<file path="config.mk">
export PLATFORM = sky130hd
export DESIGN_NAME = axi4_slave_core_bridge
export DESIGN_NICKNAME = d
export VERILOG_FILES = /design/src/rtl/axi4_slave_core_bridge_pkg.sv /design/src/rtl/axi4_slave_core_bridge_addr_gen.sv /design/src/rtl/axi4_slave_core_bridge.sv
export SDC_FILE = /design/constraint.sdc
export NUM_CORES = 1
export LEC_CHECK = 0
export CORE_MARGIN = 3
export CORE_UTILIZATION = 45
export CTS_CLUSTER_DIAMETER = 60
export DETAILED_ROUTE_END_ITERATION = 16
export GPL_TIMING_DRIVEN = 0
export HOLD_SLACK_MARGIN = 0.02
export PLACE_DENSITY = 0.81
export SYNTH_ARGS = -nofsm -noshare
export SYNTH_HDL_FRONTEND = slang
export SYNTH_SLANG_ARGS = --single-unit
</file>
<file path="constraint.sdc">
create_clock -name clk -period 2.4 [get_ports clk]
set_input_delay 0.48 -clock clk [delete_from_list [all_inputs] [get_ports clk]]
set_output_delay 0.48 -clock clk [all_outputs]
set_load 0.05 [all_outputs]
</file>
<file path="src/rtl/axi4_slave_core_bridge_pkg.sv">
// -----------------------------------------------------------------------------
// axi4_slave_core_bridge_pkg
// Shared constants for the AXI4 slave -> accelerator core bridge:
//   - AXI burst and response codes
//   - the only supported beat size (8 bytes, AxSIZE = 3)
//   - write / read FSM state encodings
//   - burst_is_err(): decides whether a burst is served as SLVERR with no core access
// Optional feature macro: AXI_WRAP_BURST_EN (WRAP bursts of length 2/4/8/16 allowed)
// -----------------------------------------------------------------------------
package axi4_slave_core_bridge_pkg;

  typedef logic [1:0] axi_burst_t;
  typedef logic [1:0] axi_resp_t;

  localparam axi_burst_t BURST_FIXED = 2'b00;
  localparam axi_burst_t BURST_INCR  = 2'b01;
  localparam axi_burst_t BURST_WRAP  = 2'b10;
  localparam axi_burst_t BURST_RSVD  = 2'b11;

  localparam axi_resp_t  RESP_OKAY   = 2'b00;
  localparam axi_resp_t  RESP_SLVERR = 2'b10;

  localparam logic [2:0] BEAT_SIZE   = 3'd3;

  // write FSM
  localparam logic [1:0] W_IDLE  = 2'd0;
  localparam logic [1:0] W_DATA  = 2'd1;
  localparam logic [1:0] W_RESP  = 2'd2;

  // read FSM
  localparam logic [1:0] R_IDLE  = 2'd0;
  localparam logic [1:0] R_ISSUE = 2'd1;
  localparam logic [1:0] R_HOLD  = 2'd2;
  localparam logic [1:0] R_SEND  = 2'd3;

  // A burst flagged here still consumes/produces all its beats, but never
  // touches the core and is answered with SLVERR.
  function automatic logic burst_is_err(input logic [2:0] size,
                                        input axi_burst_t burst,
                                        input logic [7:0] len);
    logic err;
    err = (size != BEAT_SIZE) || (burst == BURST_RSVD);
    if (burst == BURST_WRAP) begin
`ifdef AXI_WRAP_BURST_EN
      err = err || !((len == 8'd1) || (len == 8'd3) || (len == 8'd7) || (len == 8'd15));
`else
      err = 1'b1;
`endif
    end
    return err;
  endfunction

endpackage

</file>
<file path="src/rtl/axi4_slave_core_bridge_addr_gen.sv">
// -----------------------------------------------------------------------------
// axi_burst_addr_gen
// Combinational next-beat address for 8-byte beats.
//   addr      in  ADDR_WIDTH  current beat address
//   len       in  8           AxLEN of the burst
//   burst     in  2           AxBURST
//   next_addr out ADDR_WIDTH  address of the following beat
// INCR: aligned-down address + 8, wrapping modulo 2^ADDR_WIDTH.
// FIXED: unchanged. WRAP: increments inside a (len+1)*8 byte aligned window;
// only meaningful for len 1/3/7/15, other lengths never reach the core.
// -----------------------------------------------------------------------------
module axi_burst_addr_gen
  import axi4_slave_core_bridge_pkg::*;
#(
  parameter int ADDR_WIDTH = 20
) (
  input  logic [ADDR_WIDTH-1:0] addr,
  input  logic [7:0]            len,
  input  axi_burst_t            burst,
  output logic [ADDR_WIDTH-1:0] next_addr
);

  logic [ADDR_WIDTH-1:0] incr_addr;
  logic [ADDR_WIDTH-1:0] wrap_mask;

  assign incr_addr = {addr[ADDR_WIDTH-1:3], 3'b000} + ADDR_WIDTH'(8);
  // len 1/3/7/15 -> window masks 0x0F/0x1F/0x3F/0x7F
  assign wrap_mask = {{(ADDR_WIDTH-7){1'b0}}, len[3:0], 3'b111};

  always_comb begin
    next_addr = incr_addr;
    case (burst)
      BURST_FIXED: next_addr = addr;
      BURST_WRAP:  next_addr = (addr & ~wrap_mask) | (incr_addr & wrap_mask);
      default:     next_addr = incr_addr;
    endcase
  end

endmodule

</file>
<file path="src/rtl/axi4_slave_core_bridge.sv">
// -----------------------------------------------------------------------------
// axi4_slave_core_bridge
// AXI4 burst slave front end for the lane-detection accelerator core. Turns
// AW/W/B and AR/R bursts into the core's single-beat write and fixed-latency
// read ports. Read and write paths are fully independent.
// Ports:
//   clk, rst_n                      clock, async active-low reset
//   s_aw*, s_w*, s_b*               AXI write address / data / response
//   s_ar*, s_r*                     AXI read address / data
//   core_wr_en/addr/data/strobe     registered write beat to core
//   core_wready                     core can accept a write this cycle
//   core_rd_en/addr, core_rd_data   read request; data valid RD_LATENCY later
// Optional feature macro: AXI_WRAP_BURST_EN (see package)
//
// Write FSM
//   state  | meaning
//   W_IDLE | accepting AW
//   W_DATA | accepting W beats, counting down to the final beat
//   W_RESP | B response held until s_bready
// Read FSM
//   state   | meaning
//   R_IDLE  | accepting AR
//   R_ISSUE | core_rd_en pulse with beat address
//   R_HOLD  | address held for RD_LATENCY cycles, data captured on last one
//   R_SEND  | R beat presented until s_rready
// -----------------------------------------------------------------------------
module axi4_slave_core_bridge
  import axi4_slave_core_bridge_pkg::*;
#(
  parameter int ADDR_WIDTH = 20,
  parameter int ID_WIDTH   = 4,
  parameter int RD_LATENCY = 1
) (
  input  logic                  clk,
  input  logic                  rst_n,
  // write address
  input  logic [ID_WIDTH-1:0]   s_awid,
  input  logic [ADDR_WIDTH-1:0] s_awaddr,
  input  logic [7:0]            s_awlen,
  input  logic [2:0]            s_awsize,
  input  logic [1:0]            s_awburst,
  input  logic                  s_awvalid,
  output logic                  s_awready,
  // write data
  input  logic [63:0]           s_wdata,
  input  logic [7:0]            s_wstrb,
  input  logic                  s_wlast,
  input  logic                  s_wvalid,
  output logic                  s_wready,
  // write response
  output logic [ID_WIDTH-1:0]   s_bid,
  output logic [1:0]            s_bresp,
  output logic                  s_bvalid,
  input  logic                  s_bready,
  // read address
  input  logic [ID_WIDTH-1:0]   s_arid,
  input  logic [ADDR_WIDTH-1:0] s_araddr,
  input  logic [7:0]            s_arlen,
  input  logic [2:0]            s_arsize,
  input  logic [1:0]            s_arburst,
  input  logic                  s_arvalid,
  output logic                  s_arready,
  // read data
  output logic [ID_WIDTH-1:0]   s_rid,
  output logic [63:0]           s_rdata,
  output logic [1:0]            s_rresp,
  output logic                  s_rlast,
  output logic                  s_rvalid,
  input  logic                  s_rready,
  // core side
  output logic                  core_wr_en,
  output logic [ADDR_WIDTH-1:0] core_wr_addr,
  output logic [63:0]           core_wr_data,
  output logic [7:0]            core_wr_strobe,
  input  logic                  core_wready,
  output logic                  core_rd_en,
  output logic [ADDR_WIDTH-1:0] core_rd_addr,
  input  logic [63:0]           core_rd_data
);

  // Keeps both address channels from advertising ready while in reset.
  logic run_q;

  always_ff @(posedge clk or negedge rst_n) begin
    if (!rst_n) run_q <= 1'b0;
    else        run_q <= 1'b1;
  end

  // ---------------------------------------------------------------------------
  // write path
  // ---------------------------------------------------------------------------
  logic [1:0]            w_state;
  logic [ADDR_WIDTH-1:0] w_addr;
  logic [ADDR_WIDTH-1:0] w_next;
  logic [7:0]            w_cnt;
  logic [7:0]            w_len;
  axi_burst_t            w_burst;
  logic                  w_err;
  logic                  w_last_err;
  logic [ID_WIDTH-1:0]   w_id;

  assign s_awready = (w_state == W_IDLE) && run_q;
  assign s_wready  = (w_state == W_DATA) && core_wready;

  axi_burst_addr_gen #(.ADDR_WIDTH(ADDR_WIDTH)) u_aw_addr_gen (
    .addr      (w_addr),
    .len       (w_len),
    .burst     (w_burst),
    .next_addr (w_next)
  );

  always_ff @(posedge clk or negedge rst_n) begin
    if (!rst_n) begin
      w_state        <= W_IDLE;
      w_addr         <= '0;
      w_cnt          <= '0;
      w_len          <= '0;
      w_burst        <= BURST_INCR;
      w_err          <= 1'b0;
      w_last_err     <= 1'b0;
      w_id           <= '0;
      s_bid          <= '0;
      s_bresp        <= RESP_OKAY;
      s_bvalid       <= 1'b0;
      core_wr_en     <= 1'b0;
      core_wr_addr   <= '0;
      core_wr_data   <= '0;
      core_wr_strobe <= '0;
    end else begin
      core_wr_en <= 1'b0;
      case (w_state)
        W_IDLE: begin
          if (s_awvalid && s_awready) begin
            w_state    <= W_DATA;
            w_id       <= s_awid;
            w_addr     <= (s_awburst == BURST_FIXED) ? s_awaddr
                                                     : {s_awaddr[ADDR_WIDTH-1:3], 3'b000};
            w_cnt      <= s_awlen;
            w_len      <= s_awlen;
            w_burst    <= s_awburst;
            w_err      <= burst_is_err(s_awsize, s_awburst, s_awlen);
            w_last_err <= 1'b0;
          end
        end
        W_DATA: begin
          if (s_wvalid && s_wready) begin
            core_wr_en     <= ~w_err;
            core_wr_addr   <= w_addr;
            core_wr_data   <= s_wdata;
            core_wr_strobe <= s_wstrb;
            w_addr         <= w_next;
            // burst length is set by AWLEN; WLAST is only checked against it
            if (w_cnt == 8'd0) begin
              w_state  <= W_RESP;
              s_bvalid <= 1'b1;
              s_bid    <= w_id;
              s_bresp  <= (w_err || w_last_err || !s_wlast) ? RESP_SLVERR : RESP_OKAY;
            end else begin
              w_cnt <= w_cnt - 8'd1;
              if (s_wlast) w_last_err <= 1'b1;
            end
          end
        end
        W_RESP: begin
          if (s_bready) begin
            s_bvalid <= 1'b0;
            w_state  <= W_IDLE;
          end
        end
        default: w_state <= W_IDLE;
      endcase
    end
  end

  // ---------------------------------------------------------------------------
  // read path
  // ---------------------------------------------------------------------------
  logic [1:0]            r_state;
  logic [ADDR_WIDTH-1:0] r_addr;
  logic [ADDR_WIDTH-1:0] r_next;
  logic [7:0]            r_cnt;
  logic [7:0]            r_len;
  axi_burst_t            r_burst;
  logic                  r_err;
  logic [1:0]            r_hold;
  logic [ID_WIDTH-1:0]   r_id;

  assign s_arready    = (r_state == R_IDLE) && run_q;
  assign core_rd_en   = (r_state == R_ISSUE) && !r_err;
  // r_addr only moves in R_SEND, so it is stable through ISSUE and HOLD
  assign core_rd_addr = r_addr;

  axi_burst_addr_gen #(.ADDR_WIDTH(ADDR_WIDTH)) u_ar_addr_gen (
    .addr      (r_addr),
    .len       (r_len),
    .burst     (r_burst),
    .next_addr (r_next)
  );

  always_ff @(posedge clk or negedge rst_n) begin
    if (!rst_n) begin
      r_state  <= R_IDLE;
      r_addr   <= '0;
      r_cnt    <= '0;
      r_len    <= '0;
      r_burst  <= BURST_INCR;
      r_err    <= 1'b0;
      r_hold   <= '0;
      r_id     <= '0;
      s_rid    <= '0;
      s_rdata  <= '0;
      s_rresp  <= RESP_OKAY;
      s_rlast  <= 1'b0;
      s_rvalid <= 1'b0;
    end else begin
      case (r_state)
        R_IDLE: begin
          if (s_arvalid && s_arready) begin
            r_state <= R_ISSUE;
            r_id    <= s_arid;
            r_addr  <= (s_arburst == BURST_FIXED) ? s_araddr
                                                  : {s_araddr[ADDR_WIDTH-1:3], 3'b000};
            r_cnt   <= s_arlen;
            r_len   <= s_arlen;
            r_burst <= s_arburst;
            r_err   <= burst_is_err(s_arsize, s_arburst, s_arlen);
          end
        end
        R_ISSUE: begin
          r_hold  <= 2'(RD_LATENCY - 1);
          r_state <= R_HOLD;
        end
        R_HOLD: begin
          if (r_hold == 2'd0) begin
            s_rdata  <= r_err ? 64'd0 : core_rd_data;
            s_rresp  <= r_err ? RESP_SLVERR : RESP_OKAY;
            s_rlast  <= (r_cnt == 8'd0);
            s_rid    <= r_id;
            s_rvalid <= 1'b1;
            r_state  <= R_SEND;
          end else begin
            r_hold <= r_hold - 2'd1;
          end
        end
        R_SEND: begin
          if (s_rready) begin
            s_rvalid <= 1'b0;
            if (r_cnt == 8'd0) begin
              r_state <= R_IDLE;
            end else begin
              r_cnt   <= r_cnt - 8'd1;
              r_addr  <= r_next;
              r_state <= R_ISSUE;
            end
          end
        end
        default: r_state <= R_IDLE;
      endcase
    end
  end

endmodule

</file>
==> results.md <==
Run status:
- The run finished with clean final reports.

Synth:
- The number of warning messages in the yosys log is 0.
- The fraction of synthesized cell area taken by the top area cell type is 55.5%.
- The count of cell types in the netlist is 66.
- Yosys attributes the largest share of cell area to sky130_fd_sc_hd__dfrtp_1, sky130_fd_sc_hd__nand2_1, sky130_fd_sc_hd__o21ai_0, sky130_fd_sc_hd__nand2b_1, sky130_fd_sc_hd__mux2_2.
- After synthesis, the mean cell area works out to 9.13 sq um.
- Counting flops with a built-in enable in the synthesized netlist gives 0.
- Synthesis produced a netlist whose cell count is between 1000 and 1500.
- The most used flip-flop cell after synthesis is sky130_fd_sc_hd__dfrtp_1.
- In this run, synthesis produced a sequential element count of about 260.
- Of all flip-flops after synthesis, the portion carrying an async set or reset was 100%.
- Summed over all instances, the cell type with the most area after synthesis is sky130_fd_sc_hd__dfrtp_1.
- The sequential cell area fraction in the yosys report is 56.0%.
- The combined area of all synthesized cells is roughly 0.011 sq mm.

Timing:
- The highest clock frequency the design can meet is roughly 430 MHz.
- The minimum setup slack in the final design is 56.4 ps.
- The worst-margin pin slew is 750 ps.
- Setup violations remaining at the end of the flow were counted as 0.
- The final period demand of the worst path is roughly 2300 ps.
- The maximum clock skew at final layout is around 18 ps.
- The number of endpoints with negative hold slack in the final report came to 0.
- Final hold analysis gives a worst-case slack of between 400 and 500 ps.
- The relative slew slack is 50.0%.
- The setup TNS is 0 ps.
- The max-slew violation count is 0.
- After layout, the worst path uses 97.7% of the clock period.

Power:
- The fraction of power consumed by sequential logic is a little under a third.
- The total power after layout is ~23 mW.
- The worst-case IR drop observed on VDD is ~950 uV.
- The total leakage power is 7.57 nW.
- For this design the total switching power over the nets is roughly 10 mW.
- The internal portion of the total power is about 12 mW.
- The combinational group share of total power is around 50%.
- The power density relative to cell area is approximately 1300 mW/mm^2.
- The clock network burns between 10% and 20% of the power.
- The switching power as a share of total power is ~46%.

Drt:
- Summing over every cut layer, the via total after detailed routing is 10943.
- The number of remaining DRC errors is 0.
- Wires add up to around 38 mm.
- The residual antenna-violating net count after detailed routing is 0.
- The first TritonRoute pass finished after 5 iterations.
- In the final routed layout, each cell accounts on average for roughly 19 um.
- For this block, the initial DRC count from the detailed router was about 1000.
- In the routed layout, each cell is associated on average with a via count of between 5 and 6.

Global route:
- Global routing used 26.9% of the available tracks across all layers.
- The number of antenna violations at the first check in global routing was 3.
- The via count of the first global-routing pass is 10824.
- The first global-routing pass estimated a little under 60 mm of wire.
- The pin count of the biggest net entering global routing is roughly 100.
- For this run the aggregate overflow at the end of global routing stands at 0.

Floorplan:
- The die is 165 um tall.
- The die extent in x is around 170 um.
- The floorplan die area is between 0.02 and 0.03 sq mm.
- The area of the placeable core is ~0.025 sq mm.
- The starting utilization of the core area is 46.4%.
- In this run the core area contains 57 standard-cell rows.
- Pin placement for this block handled roughly 420 I/O pins.

Clocking:
- Buffers inserted during clock tree synthesis total 29.
- The deepest level of the CTS H-tree is 1.
- After clock tree synthesis, the clock-pin slew on the worst setup and hold paths is ~60 ps.
- In this run the deepest clock path goes through 3 buffers.
- For the worst-skew pair, the clock arrives at the later sink with an insertion delay of approximately 550 ps.
- TritonCTS built the clock tree.
- The tree built by TritonCTS fans out to between 200 and 300 sinks.
- The root buffer cell chosen for the clock tree is sky130_fd_sc_hd__clkbuf_16.

Placed design:
- The count of placed standard cells including taps is 1992.
- At the placement stage, the worst setup path has a slack of -441 ps.
- The placed instances occupy a cell area of between 0.015 and 0.02 sq mm.
- The total of buffers placed on input and output ports is 412.
- The final weighted congestion in routability-driven placement is approximately 0.91.
- The placed wire-length estimate after detailed placement is ~29 mm.

Critical path:
- STA puts the critical path data arrival time at between 1500 and 2000 ps.
- Together, buffers and inverters on the worst path number 1.
- The kind of cell adding the most delay to the critical path is buffers and inverters.
- The library cell contributing the largest single delay on the critical path is sky130_fd_sc_hd__clkdlybuf4s50_1.
- On the worst path, the slowest cell contributes a delay of roughly 850 ps.
- The required time of the critical path is 1920 ps.
- The critical path in this run is classified as reg -> out.
- Walking the worst path, the cells encountered are clkdlybuf4s50_1.
- The worst register-to-register path has a depth of 6.
- Along the worst path, the maximum fanout reaches 8.
- In this run the worst setup path begins at core_rd_addr[11].
- The nature of the critical path endpoint is an output port.
- For flop-to-flop paths, the worst setup slack is roughly 120 ps.
- The end of the worst register-to-register path is core_wr_strobe[0].
- STA classifies the critical path startpoint as a register.
- The startpoint of the lowest-slack register-to-register path is w_state[1].

Final layout:
- The filler cells instantiated in the layout total roughly 1900.
- The number of nets in the layout is 1930.
- The area growth from synthesis to final layout is 48.3%.
- Summing all non-filler instances in the final layout gives an area of about 0.017 sq mm.
- Cells fill ~69% of the core in the end.
- The finished layout holds 2049 standard cells, fillers aside.
- The layout cell share with drive strength beyond 1 is 5.69%.

Min path:
- The min-delay analysis places its worst path in the category reg -> reg.
- The critical hold path startpoint is w_err.
- The end point of the most critical hold path is core_wr_en.
- The number of cells on the worst hold path is 1.

Run:
- The count of max-cap constraint violations is 0.
==> power by group through the flow <==
stage	combinational [mW]	sequential [mW]	clock (mW)
2_1_floorplan	3.42	10.8	0
3_3_place_gp	11.1	7.12	0
3_5_place_dp	11.3	7.19	0
4_1_cts	11.3	7.14	4.31
5_1_grt	12.1	7.36	4.49
6_report	11.3	7.17	4.24
==> flip-flops by register name, summed over array words and instances (netlist names), 8 cells and up, named ones only <==
| name | count |
|---|---|
| w_cnt | 8 |
| core_wr_addr | 20 |
| s_rdata | 64 |
| w_addr | 17 |
| r_cnt | 8 |
| core_wr_strobe | 8 |
| core_rd_addr | 17 |
| core_wr_data | 64 |
==> placed cells by master, fill, tap and decap left out, drive strengths merged, types with 25 or more instances in the layout <==
| cell type | n |
|---|---|
| o21ai | 132 |
| nand2b | 68 |
| nand2 | 430 |
| clkbuf | 101 |
| a21oi | 30 |
| nor2 | 42 |
| dfrtp | 254 |
| nand3 | 30 |
| mux2 | 25 |
| clkdlybuf4s50 | 405 |
==> logic make-up (layout without fill, tap and decap cells) <==
| family | Yosys count | in the layout | share of synthesized area, % |
|---|---|---|---|
| other | 2 | 6 | 0.0656 |
| adder cells (fa/ha/maj) | 12 | 12 | 1.31 |
| AO/OA/AOI/OAI | 226 | 226 | 11.7 |
| AND/OR/NAND/NOR | 632 | 632 | 24.3 |
| flip-flops | 256 | 256 | 56.0 |
| XOR/XNOR | 4 | 4 | 0.306 |
| buffers and inverters | 88 | 556 | 3.15 |
| multiplexers | 33 | 33 | 3.16 |
==> what timing repair did <==
| action | 4_1_cts | 5_1_grt |
|---|---|---|
| resized for setup | 14 | 9 |
| setup endpoints to repair | 53 | 63 |
| buffers inserted | 0 | 0 |
| hold buffers | 1 | 0 |
| endpoints found under the hold margin | 70 | 0 |
==> Yosys cell counts, drive strengths merged, types with 2 or more instances <==
| cell type | instances |
|---|---|
| o22a | 3 |
| nor4 | 5 |
| nand2 | 430 |
| or2 | 4 |
| o22ai | 2 |
| nor3 | 14 |
| o32ai | 6 |
| nor4bb | 2 |
| a21o | 2 |
| xor2 | 2 |
| and3 | 5 |
| a32oi | 2 |
| and4 | 3 |
| dfstp | 2 |
| a221oi | 2 |
| o211ai | 5 |
| mux2 | 25 |
| buf | 11 |
| mux2i | 8 |
| nand3 | 30 |
| nor3b | 4 |
| a21oi | 30 |
| nor2b | 5 |
| conb | 2 |
| clkbuf | 55 |
| dfrtp | 254 |
| a31oi | 7 |
| o2bb2ai | 2 |
| ha | 12 |
| o21ai | 132 |
| o31ai | 3 |
| xnor2 | 2 |
| nand4 | 9 |
| a22oi | 6 |
| nand2b | 68 |
| o311ai | 15 |
| inv | 22 |
| and2 | 4 |
| nor2 | 42 |
==> worst max path at each step <==
| stage | endpoint | cells past startpoint |
|---|---|---|
| CTS | core_rd_addr[3] | 1 |
| finish | core_rd_addr[11] | 1 |
| global placement | core_wr_data[2] | 1 |
| detailed placement | core_wr_strobe[0] | 7 |
| global route | core_rd_addr[12] | 8 |
| floorplan | s_awready | 1 |
==> final cells by class <==
cell class	instances	area (sq um)	area share (%)
Sequential cell	256	6410	37.8
Multi-Input combinational cell	910	4700	27.7
Timing Repair Buffer	415	4190	24.7
Clock buffer	47	833	4.91
Tap cell	324	405	2.39
Buffer	65	278	1.64
Inverter	22	82.6	0.487
Clock inverter	7	72.6	0.428
Antenna cell	3	7.51	0.0442
==> metal layers <==
layer	track usage [%]	vias to the layer above	share of wire, %
met5	0	-	0.039
met2	45.8	478	49
met4	10.5	2	4.0
met3	6.14	92	8.3
li1	-	5111	-
met1	33.4	5260	39
(Power assumes the default switching activity.)
